**config.mk**
```make
export PLATFORM = sky130hd
export DESIGN_NAME = pdu_bp
export DESIGN_NICKNAME = d
export VERILOG_FILES = /design/src/rtl/pdu_pkg.sv /design/src/rtl/edge_sync.sv /design/src/rtl/pdu_bp.sv
export SDC_FILE = /design/constraint.sdc
export NUM_CORES = 1
export LEC_CHECK = 0
export ABC_AREA = 1
export CAP_MARGIN = 5
export CORE_AREA = 2 2 279 281
export CTS_CLUSTER_DIAMETER = 100
export DETAILED_ROUTE_END_ITERATION = 7
export DIE_AREA = 0 0 281 283
export GPL_TIMING_DRIVEN = 0
export PLACE_DENSITY = 0.44
export SYNTH_ARGS = -nofsm -noshare
export SYNTH_HDL_FRONTEND = slang
export SYNTH_HIERARCHICAL = 1
export SYNTH_SLANG_ARGS = --single-unit
```
**constraint.sdc**
```tcl
create_clock -name clk -period 3.7 [get_ports clk]
set_input_delay 0.74 -clock clk [delete_from_list [all_inputs] [get_ports clk]]
set_output_delay 0.74 -clock clk [all_outputs]
set_load 0.02 [all_outputs]
```
**src/rtl/pdu_pkg.sv**
```systemverilog
// Shared constants for the processor debug unit: IO bus map, CPU-clock
// FSM states and display view modes.
package pdu_pkg;

    localparam int unsigned IO_AW      = 8;
    localparam int unsigned NSTEP_W    = 8;
    localparam int unsigned ADDR_CNT_W = 5;

    // IO bus register map
    localparam logic [IO_AW-1:0] IO_OUT0    = 8'h00;
    localparam logic [IO_AW-1:0] IO_READY   = 8'h04;
    localparam logic [IO_AW-1:0] IO_OUT1    = 8'h08;
    localparam logic [IO_AW-1:0] IO_IN      = 8'h0c;
    localparam logic [IO_AW-1:0] IO_VALID   = 8'h10;
    localparam logic [IO_AW-1:0] IO_BP_ADDR = 8'h14;
    localparam logic [IO_AW-1:0] IO_BP_CTRL = 8'h18;
    localparam logic [IO_AW-1:0] IO_CYC     = 8'h1c;
    localparam logic [IO_AW-1:0] IO_NSTEP   = 8'h20;

    // CPU clock generator states
    typedef enum logic [1:0] {
        IDLE = 2'd0,
        RUN  = 2'd1,
        STEP = 2'd2,
        HALT = 2'd3
    } state_t;

    // Display view modes
    localparam logic [1:0] VIEW_IO  = 2'b00;
    localparam logic [1:0] VIEW_RF  = 2'b01;
    localparam logic [1:0] VIEW_MEM = 2'b10;
    localparam logic [1:0] VIEW_CH  = 2'b11;

endpackage

```
**src/rtl/edge_sync.sv**
```systemverilog
// Two-flop synchroniser with edge detection for board inputs.
// Ports: clk, rst_n; d = raw asynchronous inputs;
//        lvl = synchronised level, rise_c = rising edge, any_c = either edge.
module edge_sync #(
    parameter int unsigned W = 1
) (
    input  logic         clk,
    input  logic         rst_n,
    input  logic [W-1:0] d,
    output logic [W-1:0] lvl,
    output logic [W-1:0] rise_c,
    output logic [W-1:0] any_c
);

    logic [W-1:0] s1, s2, s3;

    // s1/s2 synchronise; s3 holds the previous synchronised value
    always_ff @(posedge clk or negedge rst_n) begin
        if (!rst_n) begin
            s1 <= '0;
            s2 <= '0;
            s3 <= '0;
        end else begin
            s1 <= d;
            s2 <= s1;
            s3 <= s2;
        end
    end

    assign lvl    = s2;
    assign rise_c = s2 & ~s3;
    assign any_c  = s2 ^ s3;

endmodule

```
**src/rtl/pdu_bp.sv**
```systemverilog
// Processor debug unit: CPU clock generation (run / N-step / breakpoint halt),
// memory-mapped IO bus, CPU cycle counter and scanned hex display of the IO
// register, RF, memory or one of NCH debug channels.
// Ports: clk, rst_n; run/step/valid/in board inputs; clk_cpu, halted to CPU/LED;
//        check view mode; out0, ready LEDs; an/seg display scan; io_* IO bus;
//        m_rf_addr/rf_data/m_data debug access; pc fetch PC; dbg_bus channels.
module pdu_bp
    import pdu_pkg::*;
#(
    parameter int unsigned DW        = 32,
    parameter int unsigned NCH       = 16,
    parameter int unsigned NDIG      = 8,
    parameter int unsigned SCAN_BITS = 20
) (
    input  logic                     clk,
    input  logic                     rst_n,
    input  logic                     run,
    input  logic                     step,
    input  logic                     valid,
    input  logic [4:0]               in,
    output logic                     clk_cpu,
    output logic                     halted,
    output logic [1:0]               check,
    output logic [4:0]               out0,
    output logic                     ready,
    output logic [$clog2(NDIG)-1:0]  an,
    output logic [3:0]               seg,
    input  logic [IO_AW-1:0]         io_addr,
    input  logic [DW-1:0]            io_dout,
    input  logic                     io_we,
    output logic [DW-1:0]            io_din,
    output logic [7:0]               m_rf_addr,
    input  logic [DW-1:0]            rf_data,
    input  logic [DW-1:0]            m_data,
    input  logic [DW-1:0]            pc,
    input  logic [NCH*DW-1:0]        dbg_bus
);

    localparam int unsigned AW   = $clog2(NDIG);
    localparam int unsigned CW   = $clog2(NCH);
    localparam int unsigned PADW = (1 << AW) * 4;

    if (NDIG * 4 < DW) begin : g_bad_ndig
        $error("pdu_bp: NDIG*4 must be at least DW");
    end
    if (NCH < 2) begin : g_bad_nch
        $error("pdu_bp: NCH must be at least 2");
    end

    // Input synchronisation: bit 0 run, 1 step, 2 valid, 7:3 in
    logic [7:0] sync_lvl, sync_rise, sync_any;

    edge_sync #(.W(8)) u_sync (
        .clk    (clk),
        .rst_n  (rst_n),
        .d      ({in, valid, step, run}),
        .lvl    (sync_lvl),
        .rise_c (sync_rise),
        .any_c  (sync_any)
    );

    logic       run_s, step_p, valid_s, valid_pn, next_pn, prev_pn;
    logic [4:0] in_sync;
    logic       unused_sync;

    assign run_s    = sync_lvl[0];
    assign valid_s  = sync_lvl[2];
    assign in_sync  = sync_lvl[7:3];
    assign step_p   = sync_rise[1];
    assign valid_pn = sync_any[2];
    assign next_pn  = sync_any[3];
    assign prev_pn  = sync_any[4];
    assign unused_sync = ^{sync_lvl[1], sync_rise[7:2], sync_rise[0],
                           sync_any[7:5], sync_any[1:0]};

    // IO-visible registers
    logic [4:0]          out0_r;
    logic [DW-1:0]       out1_r, bp_addr, cyc_cnt;
    logic                bp_en;
    logic [NSTEP_W-1:0]  nstep;

    // CPU clock FSM
    state_t              state_q, state_d;
    logic                clk_cpu_d, halted_d, skip_q, skip_d, bp_hit_c, cpu_rise_c;
    logic [NSTEP_W-1:0]  rem_q, rem_d;

    // skip masks a breakpoint match until the CPU has been clocked once
    assign bp_hit_c   = bp_en && (pc == bp_addr) && !skip_q;
    assign cpu_rise_c = !clk_cpu && clk_cpu_d;

    always_comb begin
        state_d   = state_q;
        clk_cpu_d = 1'b0;
        skip_d    = skip_q;
        rem_d     = rem_q;
        case (state_q)
            IDLE: begin
                if (run_s) begin
                    state_d = RUN;
                    skip_d  = 1'b1;
                end else if (step_p) begin
                    state_d = STEP;
                    skip_d  = 1'b1;
                    rem_d   = (nstep == '0) ? NSTEP_W'(1) : nstep;
                end
            end
            RUN: begin
                if (!run_s) begin
                    state_d = IDLE;
                end else if (clk_cpu) begin
                    if (bp_hit_c) state_d = HALT;
                end else begin
                    clk_cpu_d = 1'b1;
                    skip_d    = 1'b0;
                end
            end
            STEP: begin
                if (clk_cpu) begin
                    rem_d = rem_q - NSTEP_W'(1);
                    if (bp_hit_c)                  state_d = HALT;
                    else if (rem_q == NSTEP_W'(1)) state_d = IDLE;
                end else begin
                    clk_cpu_d = 1'b1;
                    skip_d    = 1'b0;
                end
            end
            HALT: begin
                if (!run_s && !step_p) state_d = IDLE;
            end
            default: state_d = IDLE;
        endcase
        halted_d = (state_d == HALT);
    end

    always_ff @(posedge clk or negedge rst_n) begin
        if (!rst_n) begin
            state_q <= IDLE;
            clk_cpu <= 1'b0;
            halted  <= 1'b0;
            skip_q  <= 1'b0;
            rem_q   <= '0;
        end else begin
            state_q <= state_d;
            clk_cpu <= clk_cpu_d;
            halted  <= halted_d;
            skip_q  <= skip_d;
            rem_q   <= rem_d;
        end
    end

    // IO register writes; a cycle-counter clear beats a same-clock increment
    always_ff @(posedge clk or negedge rst_n) begin
        if (!rst_n) begin
            out0_r  <= 5'h1f;
            ready   <= 1'b1;
            out1_r  <= DW'(32'h1234_5678);
            bp_addr <= '0;
            bp_en   <= 1'b0;
            nstep   <= NSTEP_W'(1);
            cyc_cnt <= '0;
        end else begin
            if (io_we) begin
                case (io_addr)
                    IO_OUT0:    out0_r  <= io_dout[4:0];
                    IO_READY:   ready   <= io_dout[0];
                    IO_OUT1:    out1_r  <= io_dout;
                    IO_BP_ADDR: bp_addr <= io_dout;
                    IO_BP_CTRL: bp_en   <= io_dout[0];
                    IO_NSTEP:   nstep   <= io_dout[NSTEP_W-1:0];
                    default: ;
                endcase
            end
            if (io_we && io_addr == IO_CYC) cyc_cnt <= '0;
            else if (cpu_rise_c)            cyc_cnt <= cyc_cnt + DW'(1);
        end
    end

    // View mode, address counter, channel select and display scan
    logic [ADDR_CNT_W-1:0] acnt;
    logic [CW-1:0]         ch_sel;
    logic [SCAN_BITS-1:0]  scan;

    always_ff @(posedge clk or negedge rst_n) begin
        if (!rst_n) begin
            check  <= VIEW_IO;
            acnt   <= '0;
            ch_sel <= '0;
            scan   <= '0;
        end else begin
            scan <= scan + SCAN_BITS'(1);
            if (run_s || step_p) check <= VIEW_IO;
            else if (valid_pn)   check <= check - 2'd1;
            if (step_p) begin
                acnt   <= '0;
                ch_sel <= '0;
            end else begin
                if (check == VIEW_RF || check == VIEW_MEM) begin
                    if (next_pn)      acnt <= acnt + ADDR_CNT_W'(1);
                    else if (prev_pn) acnt <= acnt - ADDR_CNT_W'(1);
                end
                if (check == VIEW_CH) begin
                    if (next_pn)
                        ch_sel <= (ch_sel == CW'(NCH - 1)) ? '0 : ch_sel + CW'(1);
                    else if (prev_pn)
                        ch_sel <= (ch_sel == '0) ? CW'(NCH - 1) : ch_sel - CW'(1);
                end
            end
        end
    end

    // Display and IO read muxes
    logic [DW-1:0]   out1_c;
    logic [PADW-1:0] disp_c;

    always_comb begin
        out0      = out0_r;
        out1_c    = out1_r;
        m_rf_addr = {3'b000, acnt};
        case (check)
            VIEW_RF: begin
                out0   = acnt;
                out1_c = rf_data;
            end
            VIEW_MEM: begin
                out0      = acnt;
                out1_c    = m_data;
                m_rf_addr = {in_sync[4:2], acnt};
            end
            VIEW_CH: begin
                out0   = 5'(ch_sel);
                out1_c = dbg_bus[ch_sel*DW +: DW];
            end
            default: ;
        endcase
    end

    assign an     = scan[SCAN_BITS-1 -: AW];
    assign disp_c = PADW'(out1_c);
    assign seg    = disp_c[an*4 +: 4];

    always_comb begin
        io_din = '0;
        case (io_addr)
            IO_IN:      io_din = DW'(in_sync);
            IO_VALID:   io_din = DW'(valid_s);
            IO_BP_ADDR: io_din = bp_addr;
            IO_BP_CTRL: io_din = DW'({halted, bp_en});
            IO_CYC:     io_din = cyc_cnt;
            IO_NSTEP:   io_din = DW'(nstep);
            default: ;
        endcase
    end

endmodule

```
## Word-level counts from Yosys, hierarchy flattened

Cells that the tools add are included.

| word-level totals | value |
|---|---|
| output and inout port bits | 57 |
| word-level logic and storage cells | 129 |
| input bits | 659 |
| register bits after elaboration | 176 |

| cells by class | value |
|---|---|
| shift operators | 2 |
| bitwise operators | 3 |
| multiplexer cells | 41 |
| $add $sub $neg | 8 |
| reductions and logical operators | 33 |
| equality and inequality tests | 23 |

Operators by type and width:

| operator | number |
|---|---|
| $shiftx 512x10->32 | 1 |
| $pmux 32 s6 | 1 |
| $pmux 32 s3 | 1 |
| $mux 32 | 2 |
| $mux 8 | 5 |
| $add 32x1->32 const B | 1 |
| $eq 32x32->1 | 1 |
| $eq 8x5->1 const B | 4 |
| $shiftx 32x6->4 | 1 |
| $mux 4 | 6 |
| $mux 2 | 11 |
| $add 20x1->20 const B | 1 |
| $mux 5 | 4 |
| $eq 8x4->1 const B | 2 |
| $logic_not 8->1 | 2 |
| $pmux 8 s2 | 1 |
| $reduce_and 2->1 | 8 |
| $eq 2x2->1 const B | 5 |
| $pmux 5 s2 | 1 |
| $reduce_bool 2->1 | 5 |
| $eq 8x1->1 const B | 1 |
| $eq 8x3->1 const B | 1 |
| $eq 8x6->1 const B | 1 |
| $pmux 2 s4 | 1 |
| other kinds (26) | 43 |

## Longest topological paths before layout

Gate-level depths: netlist of the first run.

| logic depth | value |
|---|---|
| depth after elaboration | 8 |
| mapped depth | 16 |
| gate-level depth less buffers | 16 |

## Cells and area by module

The synthesis of the first run kept the hierarchy.

Modules (own cells, without submodules):

| module | cells each | area an instance (µm²) | instances | sequential area each (µm²) |
|---|---|---|---|---|
| pdu_bp | 2511 | 14537.7 | 1 | 3903.7 |
| edge_sync | 48 | 760.7 | 1 | 600.6 |

## Worst setup path after synthesis of the first run

OpenSTA, ideal clock, no wires.

| path | value |
|---|---|
| path kind | in2out |
| start | in io_addr[1] |
| end | out io_din[15] |
| stages on the path | 6 |
| buffers on the path | 1 |
| data arrival time | 1.965 ns |
| data required time | 2.960 ns |
| setup slack | 0.995 ns |
| cells stage by stage | nor2_1 -> inv_1 -> nor3_2 -> nand2_1 -> clkbuf_1 -> o21ai_0 |

| between the ends | value |
|---|---|
| longest elaborated chain between the ends | 2 |
| elaborated cells on any way between the ends | 7 |
| those cells by class | eq/ne: 6; mux: 1 |

Ends and longest elaborated chain:

| element | RTL line | text |
|---|---|---|
| start: declaration | pdu_bp.sv:28 | `input logic [IO_AW-1:0] io_addr,` |
| $eq 8x6->1, or another cell as far along | pdu_bp.sv:243 | `case (io_addr)` |
| $pmux 32 s6 * | pdu_bp.sv:243 |  |
| end: declaration | pdu_bp.sv:31 | `output logic [DW-1:0] io_din,` |

Every way passes the cells marked *; elsewhere a longest branch is shown, timed or not.

## Worst setup path in the final report of the first run

| path | value |
|---|---|
| start | reg ch_sel[0] |
| end | out seg[2] |

| between the ends | value |
|---|---|
| longest elaborated chain between the ends | 3 |

Ends and longest elaborated chain:

| element | RTL line | text |
|---|---|---|
| start: declaration | pdu_bp.sv:180 | `logic [CW-1:0] ch_sel;` |
| start signal: assignment | pdu_bp.sv:203 | `ch_sel <= (ch_sel == CW'(NCH - 1)) ? '0 : ch_sel + CW'(1);` |
| start signal: assignment | pdu_bp.sv:205 | `ch_sel <= (ch_sel == '0) ? CW'(NCH - 1) : ch_sel - CW'(1);` |
| $shiftx 512x10->32 | pdu_bp.sv:231 | `out1_c = dbg_bus[ch_sel*DW +: DW];` |
| $pmux 32 s3 | pdu_bp.sv:219 | `case (check)` |
| $shiftx 32x6->4 | pdu_bp.sv:239 | `assign seg = disp_c[an*4 +: 4];` |
| end: declaration | pdu_bp.sv:27 | `output logic [3:0] seg,` |

Every way passes these cells.

==> results of run 1 <==
==> metrics by stage <==
step                worst slack [ns]   TNS, ns  utilization
floorplan                      0.995         0            -
global placement               -6.20  -1046.22        0.307
detailed placement             -1.19    -15.42        0.308
CTS                          -0.0686   -0.0707        0.323
global route                 -0.0317   -0.0317        0.328
finish                        0.0543         0        0.329
==> final cells by class <==
type,count,area (um2),area share
sequential,175,4400,0.175
buffer,148,1060,0.0421
timing repair buffer,719,7190,0.285
multi-input combinational,2021,9880,0.392
clock buffer,18,429,0.0170
clock inverter,14,145,0.00576
antenna,21,52.6,0.00209
inverter,195,737,0.0292
tap,1040,1300,0.0516
==> state kept, by name (all words and copies together), names as in the netlist <==
| name | count |
|---|---|
| state_q | 2 |
| acnt | 5 |
| nstep | 8 |
| u_sync/lvl | 8 |
| ch_sel | 4 |
| check | 2 |
| bp_en | 1 |
| skip_q | 1 |
| ready | 1 |
| rem_q | 8 |
| halted | 1 |
| cyc_cnt | 32 |
| out1_r | 32 |
| u_sync/s3 | 4 |
| bp_addr | 32 |
| scan | 20 |
| clk_cpu | 1 |
| u_sync/s1 | 8 |
| out0_r | 5 |
==> path summary, 6_finish.rpt <==
path,from,end,slack (ns),cells after the start
min reg2reg,u_sync/s1[5]$_DFF_PN0_,u_sync/lvl[5]$_DFF_PN0_,0.35,0
max in group asynchronous,rst_n,scan[1]$_DFF_PN0_,2.49,2
max reg2reg,state_q[0]$_DFF_PN0_,cyc_cnt[26]$_DFFE_PN0P_,1.20,12
min in group clk,u_sync/s1[5]$_DFF_PN0_,u_sync/lvl[5]$_DFF_PN0_,0.35,0
min,rst_n,nstep[4]$_DFFE_PN0P_,0.28,1
max,ch_sel[0]$_DFFE_PN0P_,seg[2],0.05,16
==> routing by layer <==
metal / share of wire / routed length [um] / vias to the layer above / track usage
li1: - / - / 9622 / -
met1: 0.40 / 43200 / 9351 / 0.303
met2: 0.52 / 56800 / 662 / 0.494
met3: 0.056 / 6080 / 116 / 0.0469
met4: 0.027 / 2910 / 18 / 0.0838
met5: 0.0011 / 117 / - / 0
==> power by group through the flow <==
stage | Clock, uW | Sequential (uW) | Combinational, uW
final | 1850 | 2290 | 8830
after detailed placement | 0 | 2320 | 7990
after CTS | 1890 | 2290 | 8540
after floorplan | 0 | 2300 | 4210
after global routing | 1980 | 2310 | 9500
after global placement | 0 | 2330 | 8000
==> what timing repair did <==
item / CTS / global route
pin swaps: 13 / 19
setup buffers: 3 / 0
endpoints found under the setup margin: 42 / 19
gates resized for setup: 264 / 135
==> critical path: cells and delay by family (launching register included) <==
family / cells / cell delay (ns)
AO/OA/AOI/OAI: 2 / 0.40
buffers and inverters: 6 / 0.85
flip-flops: 1 / 0.40
AND/OR/NAND/NOR: 8 / 0.76
==> summary.md, run 1 <==
| Metric | Value |
|---|---|
| H-tree Lvls | 4 |
| Final std cell area, no fill | 25,200 um2 |
| CP endpoint kind | primary output |
| Setup repair after global routing missed its margin | true |
| Dpl cell area | 23,600 um2 |
| Flop pwr share | 0.176 |
| Arrival time at the worst endpoint | 2.91 ns |
| Mapped Cells | roughly 2,500 |
| Startpoint Class | flop |
| Vias per inst | 4.54 |
| Fraction of layout cells with a size suffix above 1 | 0.100 |
| TritonCTS clock tree | built |
| Detailed placement HPWL | between 90,000 and 100,000 um |
| Worst Hold Slack | 0.279 ns |
| Area growth, synth to finish | 66.7% |
| Core area | 76,700 um2 |
| Maximum buffer depth of the clock tree | 2 |
| Post-synthesis average cell area | ~5.9 um2 |
| Internal power | 6110 uW |
| Max-slew violation count | 0 |
| Yosys warnings | 6 |
| Summed instance area of the synthesized netlist | 15,100 um2 |
| Final weighted congestion in routability-driven placement | 0.938 |
| Iteration count of the initial detailed-routing pass | 5 |
| Final layout net count | 3,958 |
| Most common cell after layout, fill and taps aside | sky130_fd_sc_hd__nand2_1 |
| Worst slew pin tran | 0.741 ns |
| Delay of the slowest cell on the worst path | 0.40 ns |
| Switching component of the power | 6860 uW |
| Hold Violations, Final | 0 |
| Chip Height | around 280 um |
| I/O pin count | 716 |
| CTS root buf | sky130_fd_sc_hd__clkbuf_16 |
| Run status | finished, final reports clean |
| TritonCTS sink count | 175 |
| Maximum VDD drop | 325 uV |
| Initial cell density of the core | 0.197 |
| Number of instances in the placed design | 4,298 |
| Headroom to the max-slew limit | 0.503 |
| Clock transition at path regs | roughly 0.070 ns |
| Most frequent cells in the layout | sky130_fd_sc_hd__nand2_1 (750), sky130_fd_sc_hd__clkdlybuf4s50_1 (675), sky130_fd_sc_hd__nor2_1 (509), sky130_fd_sc_hd__o21ai_0 (265), sky130_fd_sc_hd__inv_1 (187) |
| # fillers | 8,537 |
| Number of global-route vias before repair | between 15,000 and 20,000 |
| Category of the critical setup timing path | reg2out |
| Largest driver fanout on the critical path | 10 |
| Detailed router's first-iteration violation count | around 1,500 |
| Net Count, Synth | 3,223 |
| Overall via count from detail_route | 19,800 |
| Pwr dens | 515 nW/um2 |
| Period Utilization, post-route | 0.985 |
| Endpoints failing setup | 0 |
| Required time worst endpoint | a little under 3 ns |
| First-pass GRT wire length | around 150,000 um |
| Per-cell routed wire length | 25.1 um |
| Remaining global-route overflow | 0 |
| Remaining antenna violation count | 0 |
| Total Die Area | around 80,000 um2 |
| Static leakage | 0.0113 uW |
| Combinational share of power | 0.681 |
| Overall fraction of global-route tracks in use | 0.265 |
| Power consumption | 13,000 uW |
| IO Port Bufs | 715 |
| Clock share of power | 0.143 |
| Min cycle time layout | between 3 and 4 ns |
| Horizontal die dimension | approximately 280 um |
| Non-filler instance count after layout | 4,351 |
| Hold WC Path Type | in2async |
| Row count | 102 |
| Maximum achievable frequency | 274 MHz |
| Worst clock skew on the final layout | 0.0103 ns |
| Sequence of cells on the critical path | buf_6 -> inv_4 -> buf_12 -> buf_12 -> buf_12 -> o21ai_2 -> nand2_1 -> nand2_1 -> nand2_2 -> o21ai_4 -> nand2_2 -> nand2_1 -> nand3_1 -> nand3_1 -> nand2_1 -> buf_4 |
| Cell with the largest stage delay on the worst path | sky130_fd_sc_hd__dfrtp_1 |
| Final Routed Wirelength | around 110,000 um |
| Most frequent CP cell | sky130_fd_sc_hd__nand2_1 |
| Antenna violations before repair | 38 |
| Maximum number of pins on one net before global-route repair | 94 |
| Hold buffer count at cts | 0 |
| Total clock buffers created by CTS | 17 |
| Drc violations | 0 |
| Count of maximum capacitance violations | 0 |
| Clock latency on the worst-skew pair | 0.46 ns |
| Switching Fraction | 0.529 |
No activity file was read; power rests on OpenSTA's default activity.
==> run 2: changes to the inputs <==
Settings changed: CORE_AREA 2 2 279 281 to 2 2 276 278, CTS_BUF_LIST set to sky130_fd_sc_hd__clkbuf_4 sky130_fd_sc_hd__clkbuf_8, DIE_AREA 0 0 281 283 to 0 0 278 280, PLACE_DENSITY 0.44 to not set.
==> run 2 against run 1 <==
Compared with the run above: the run now ends with negative setup slack left; clock skew grew 0.0024 ns; hold slack got worse by 0.058 ns; count of clock-buffer cells in the layout is 3 higher.
==> summary.md, run 2 (synthesized netlist as in run 1, its figures left out) <==
| Metric | Value |
|---|---|
| Overall via count from detail_route | 20,300 (+2.9%) |
| Per-cell routed wire length | 25.1 um (about the same) |
| # fillers | 8,295 (-2.8%) |
| I/O pin count | 716 (unchanged) |
| Horizontal die dimension | 278 um (-1.1%) |
| Required time worst endpoint | 2.96 ns (about the same) |
| Largest driver fanout on the critical path | 10 (unchanged) |
| Number of global-route vias before repair | 19,800 (+0.086%) |
| Vias per inst | 4.72 (+4.0%) |
| Switching component of the power | 7040 uW (+2.6%) |
| Hold WC Path Type | in2async |
| Top flop regs | bp_addr (32), cyc_cnt (32), out1_r (32) |
| Maximum VDD drop | 240 uV (-26%) |
| Hold Violations, Final | 0 (unchanged) |
| Final layout net count | 3,966 (+0.20%) |
| Overall fraction of global-route tracks in use | 0.267 (+0.00184) |
| Slack of the critical path | -0.104 ns (-0.158 ns) |
| Dpl cell area | 23,500 um2 (-0.33%) |
| TritonCTS clock tree | built |
| Setup repair after global routing missed its margin | true |
| Clock transition at path regs | 0.09 ns (+0.02 ns) |
| Final Routed Wirelength | 108,000 um (-0.95%) |
| Worst Hold Slack | 0.221 ns (-0.0579 ns) |
| Run status | complete, but fails checks |
| Antenna violations before repair | 52 (+37%) |
| Fraction of layout cells with a size suffix above 1 | 0.116 (+0.0161) |
| Drc violations | 0 (unchanged) |
| Area growth, synth to finish | 68.4% |
| Chip Height | 280 um (-1.1%) |
| TritonCTS sink count | 175 (unchanged) |
| Most frequent cells in the layout | sky130_fd_sc_hd__nand2_1 (732), sky130_fd_sc_hd__clkdlybuf4s50_1 (675), sky130_fd_sc_hd__nor2_1 (506), sky130_fd_sc_hd__o21ai_0 (260), sky130_fd_sc_hd__inv_1 (186) |
| CP endpoint kind | primary output |
| Detailed placement HPWL | 91,200 um (-1.2%) |
| Total clock buffers created by CTS | 17 (unchanged) |
| Post-Route Utilization | 0.338 (+0.00994) |
| Most common cell after layout, fill and taps aside | sky130_fd_sc_hd__nand2_1 |
| Switching Fraction | 0.535 (+0.00649) |
| Total Die Area | 77,800 um2 (-2.1%) |
| Worst slew pin tran | 0.741 ns (+0.000179 ns) |
| Internal power | 6110 uW (about the same) |
| Final weighted congestion in routability-driven placement | 0.990 (+5.6%) |
| Area used by multi-input combinational logic | 10,100 um2 (+2.3%) |
| Violated checks | negative setup slack |
| Reg area | 4410 um2 (about the same) |
| Maximum number of pins on one net before global-route repair | 98 (+4.3%) |
| First-pass GRT wire length | 147,000 um (-1.2%) |
| Clock share of power | 0.114 (-0.029) |
| Final std cell area, no fill | 25,500 um2 (+1.0%) |
| IO Port Bufs | 715 (unchanged) |
| Row count | 101 (-0.98%) |
| Core area | 75,200 um2 (-2.0%) |
| Static leakage | 0.0113 uW (+0.67%) |
| Combinational share of power | 0.712 (+0.031) |
| Remaining global-route overflow | 0 (unchanged) |
| Worst clock skew on the final layout | 0.0127 ns (+0.00236 ns) |
| CTS root buf | sky130_fd_sc_hd__clkbuf_8 |
| Power consumption | 13,100 uW (+1.4%) |
| Flop pwr share | 0.174 (-0.002) |
| Post-placement worst setup slack | -1.04 ns (+0.147 ns) |
| Maximum buffer depth of the clock tree | 2 (unchanged) |
| Min cycle time layout | 3.80 ns (+0.158 ns) |
| Pwr dens | 517 nW/um2 (+0.38%) |
| Headroom to the max-slew limit | 0.502 (about the same) |
| Remaining antenna violation count | 0 (unchanged) |
| Maximum achievable frequency | 263 MHz (-4.2%) |
| Count of maximum capacitance violations | 0 (unchanged) |
| Category of the critical setup timing path | reg2out |
| Max-slew violation count | 0 (unchanged) |
| Detailed router's first-iteration violation count | 1,637 (+8.1%) |
| H-tree Lvls | 4 (unchanged) |
| Clock latency on the worst-skew pair | 0.48 ns (+0.02 ns) |
| Startpoint Class | flop |
| Initial cell density of the core | 0.201 (+0.00396) |
| Period Utilization, post-route | 1.03 (+0.0428) |
| Endpoints failing setup | 1 (+1) |
| Arrival time at the worst endpoint | 3.06 ns (+0.15 ns) |
| Iteration count of the initial detailed-routing pass | 6 (+1) |
[run 2: cell types whose count changed in the layout (fill, tap and decap cells not counted), sizes merged, moves of 2 or more]
cell          previous run  this run
buf                     84       100
diode                   21        31
dlygate4sd2             27        17
inv                    203       195
clkbuf                  93        96
dlymetal6s2s             5         8
bufinv                   1         3
clkinv                   3         5
[run 2: area by class of cell]
cell class | instances | area share
Tap cell | 978 | 0.0481
Clock inverter | 11 | 0.00605
Inverter | 195 | 0.0292
Clock buffer | 21 | 0.0111
Sequential cell | 175 | 0.173
Timing Repair Buffer | 726 | 0.285
Multi-Input combinational cell | 2021 | 0.397
Buffer | 149 | 0.0469
Antenna cell | 31 | 0.00305
[run 2: worst max-delay path, stage by stage, from the launching register on]
cell and delay, ns:
sky130_fd_sc_hd__dfrtp_1 0.41, sky130_fd_sc_hd__buf_8 0.16, sky130_fd_sc_hd__buf_6 0.17, sky130_fd_sc_hd__buf_6 0.18, sky130_fd_sc_hd__nor2_1 0.15, sky130_fd_sc_hd__nor2_1 0.08
sky130_fd_sc_hd__o21ai_1 0.15, sky130_fd_sc_hd__nand2_1 0.12, sky130_fd_sc_hd__nand2_1 0.09, sky130_fd_sc_hd__nand2_2 0.09, sky130_fd_sc_hd__o21ai_4 0.23, sky130_fd_sc_hd__nand2_1 0.09
sky130_fd_sc_hd__nand2_1 0.07, sky130_fd_sc_hd__nand3_1 0.12, sky130_fd_sc_hd__nand3_1 0.15, sky130_fd_sc_hd__nand2_2 0.13, sky130_fd_sc_hd__buf_4 0.18
[run 2: metal layers]
metal | track usage | vias up | routed length [um]
met5 | 0 | - | 133
met1 | 0.307 | 9507 | 42100
met4 | 0.136 | 22 | 5200
met2 | 0.472 | 954 | 53500
li1 | - | 9662 | -
met3 | 0.0500 | 202 | 7110
[run 2: power by group through the flow]
| stage | registers (uW) | clock network (uW) | logic [uW] |
|---|---|---|---|
| after floorplan | 2300 | 0 | 4210 |
| after global placement | 2320 | 0 | 8100 |
| after detailed placement | 2320 | 0 | 8110 |
| after CTS | 2290 | 1520 | 8880 |
| after global routing | 2320 | 1600 | 10000 |
| final | 2290 | 1500 | 9360 |
[run 2: path summary, 6_finish.rpt]
| path | depth (start not counted) | to | from | slack, ns |
|---|---|---|---|---|
| min | 1 | u_sync/s1[5]$_DFF_PN0_ | rst_n | 0.22 |
| max | 16 | seg[2] | ch_sel[0]$_DFFE_PN0P_ | -0.10 |
| max reg2reg | 13 | cyc_cnt[30]$_DFFE_PN0P_ | state_q[0]$_DFF_PN0_ | 1.16 |
| min in group clk | 0 | u_sync/lvl[0]$_DFF_PN0_ | u_sync/s1[0]$_DFF_PN0_ | 0.35 |
| max in group asynchronous | 2 | scan[8]$_DFF_PN0_ | rst_n | 2.54 |
| min reg2reg | 0 | u_sync/lvl[0]$_DFF_PN0_ | u_sync/s1[0]$_DFF_PN0_ | 0.35 |
[run 2: metrics by stage]
step / TNS [ns] / cells
final: -0.104 / 4307
after global routing: -0.243 / 4305
after CTS: -0.306 / 4270
after detailed placement: -10.20 / 4236
after global placement: -972.43 / 4235
after floorplan: 0 / 2542
[run 2: timing repair]
action                                  in CTS  in global routing
pin swaps                                   28                 30
endpoints found under the setup margin      42                 22
gates resized for setup                    341                186
cloned                                       0                  1
buffers inserted                             4                  5
hold buffers                                 0                  0
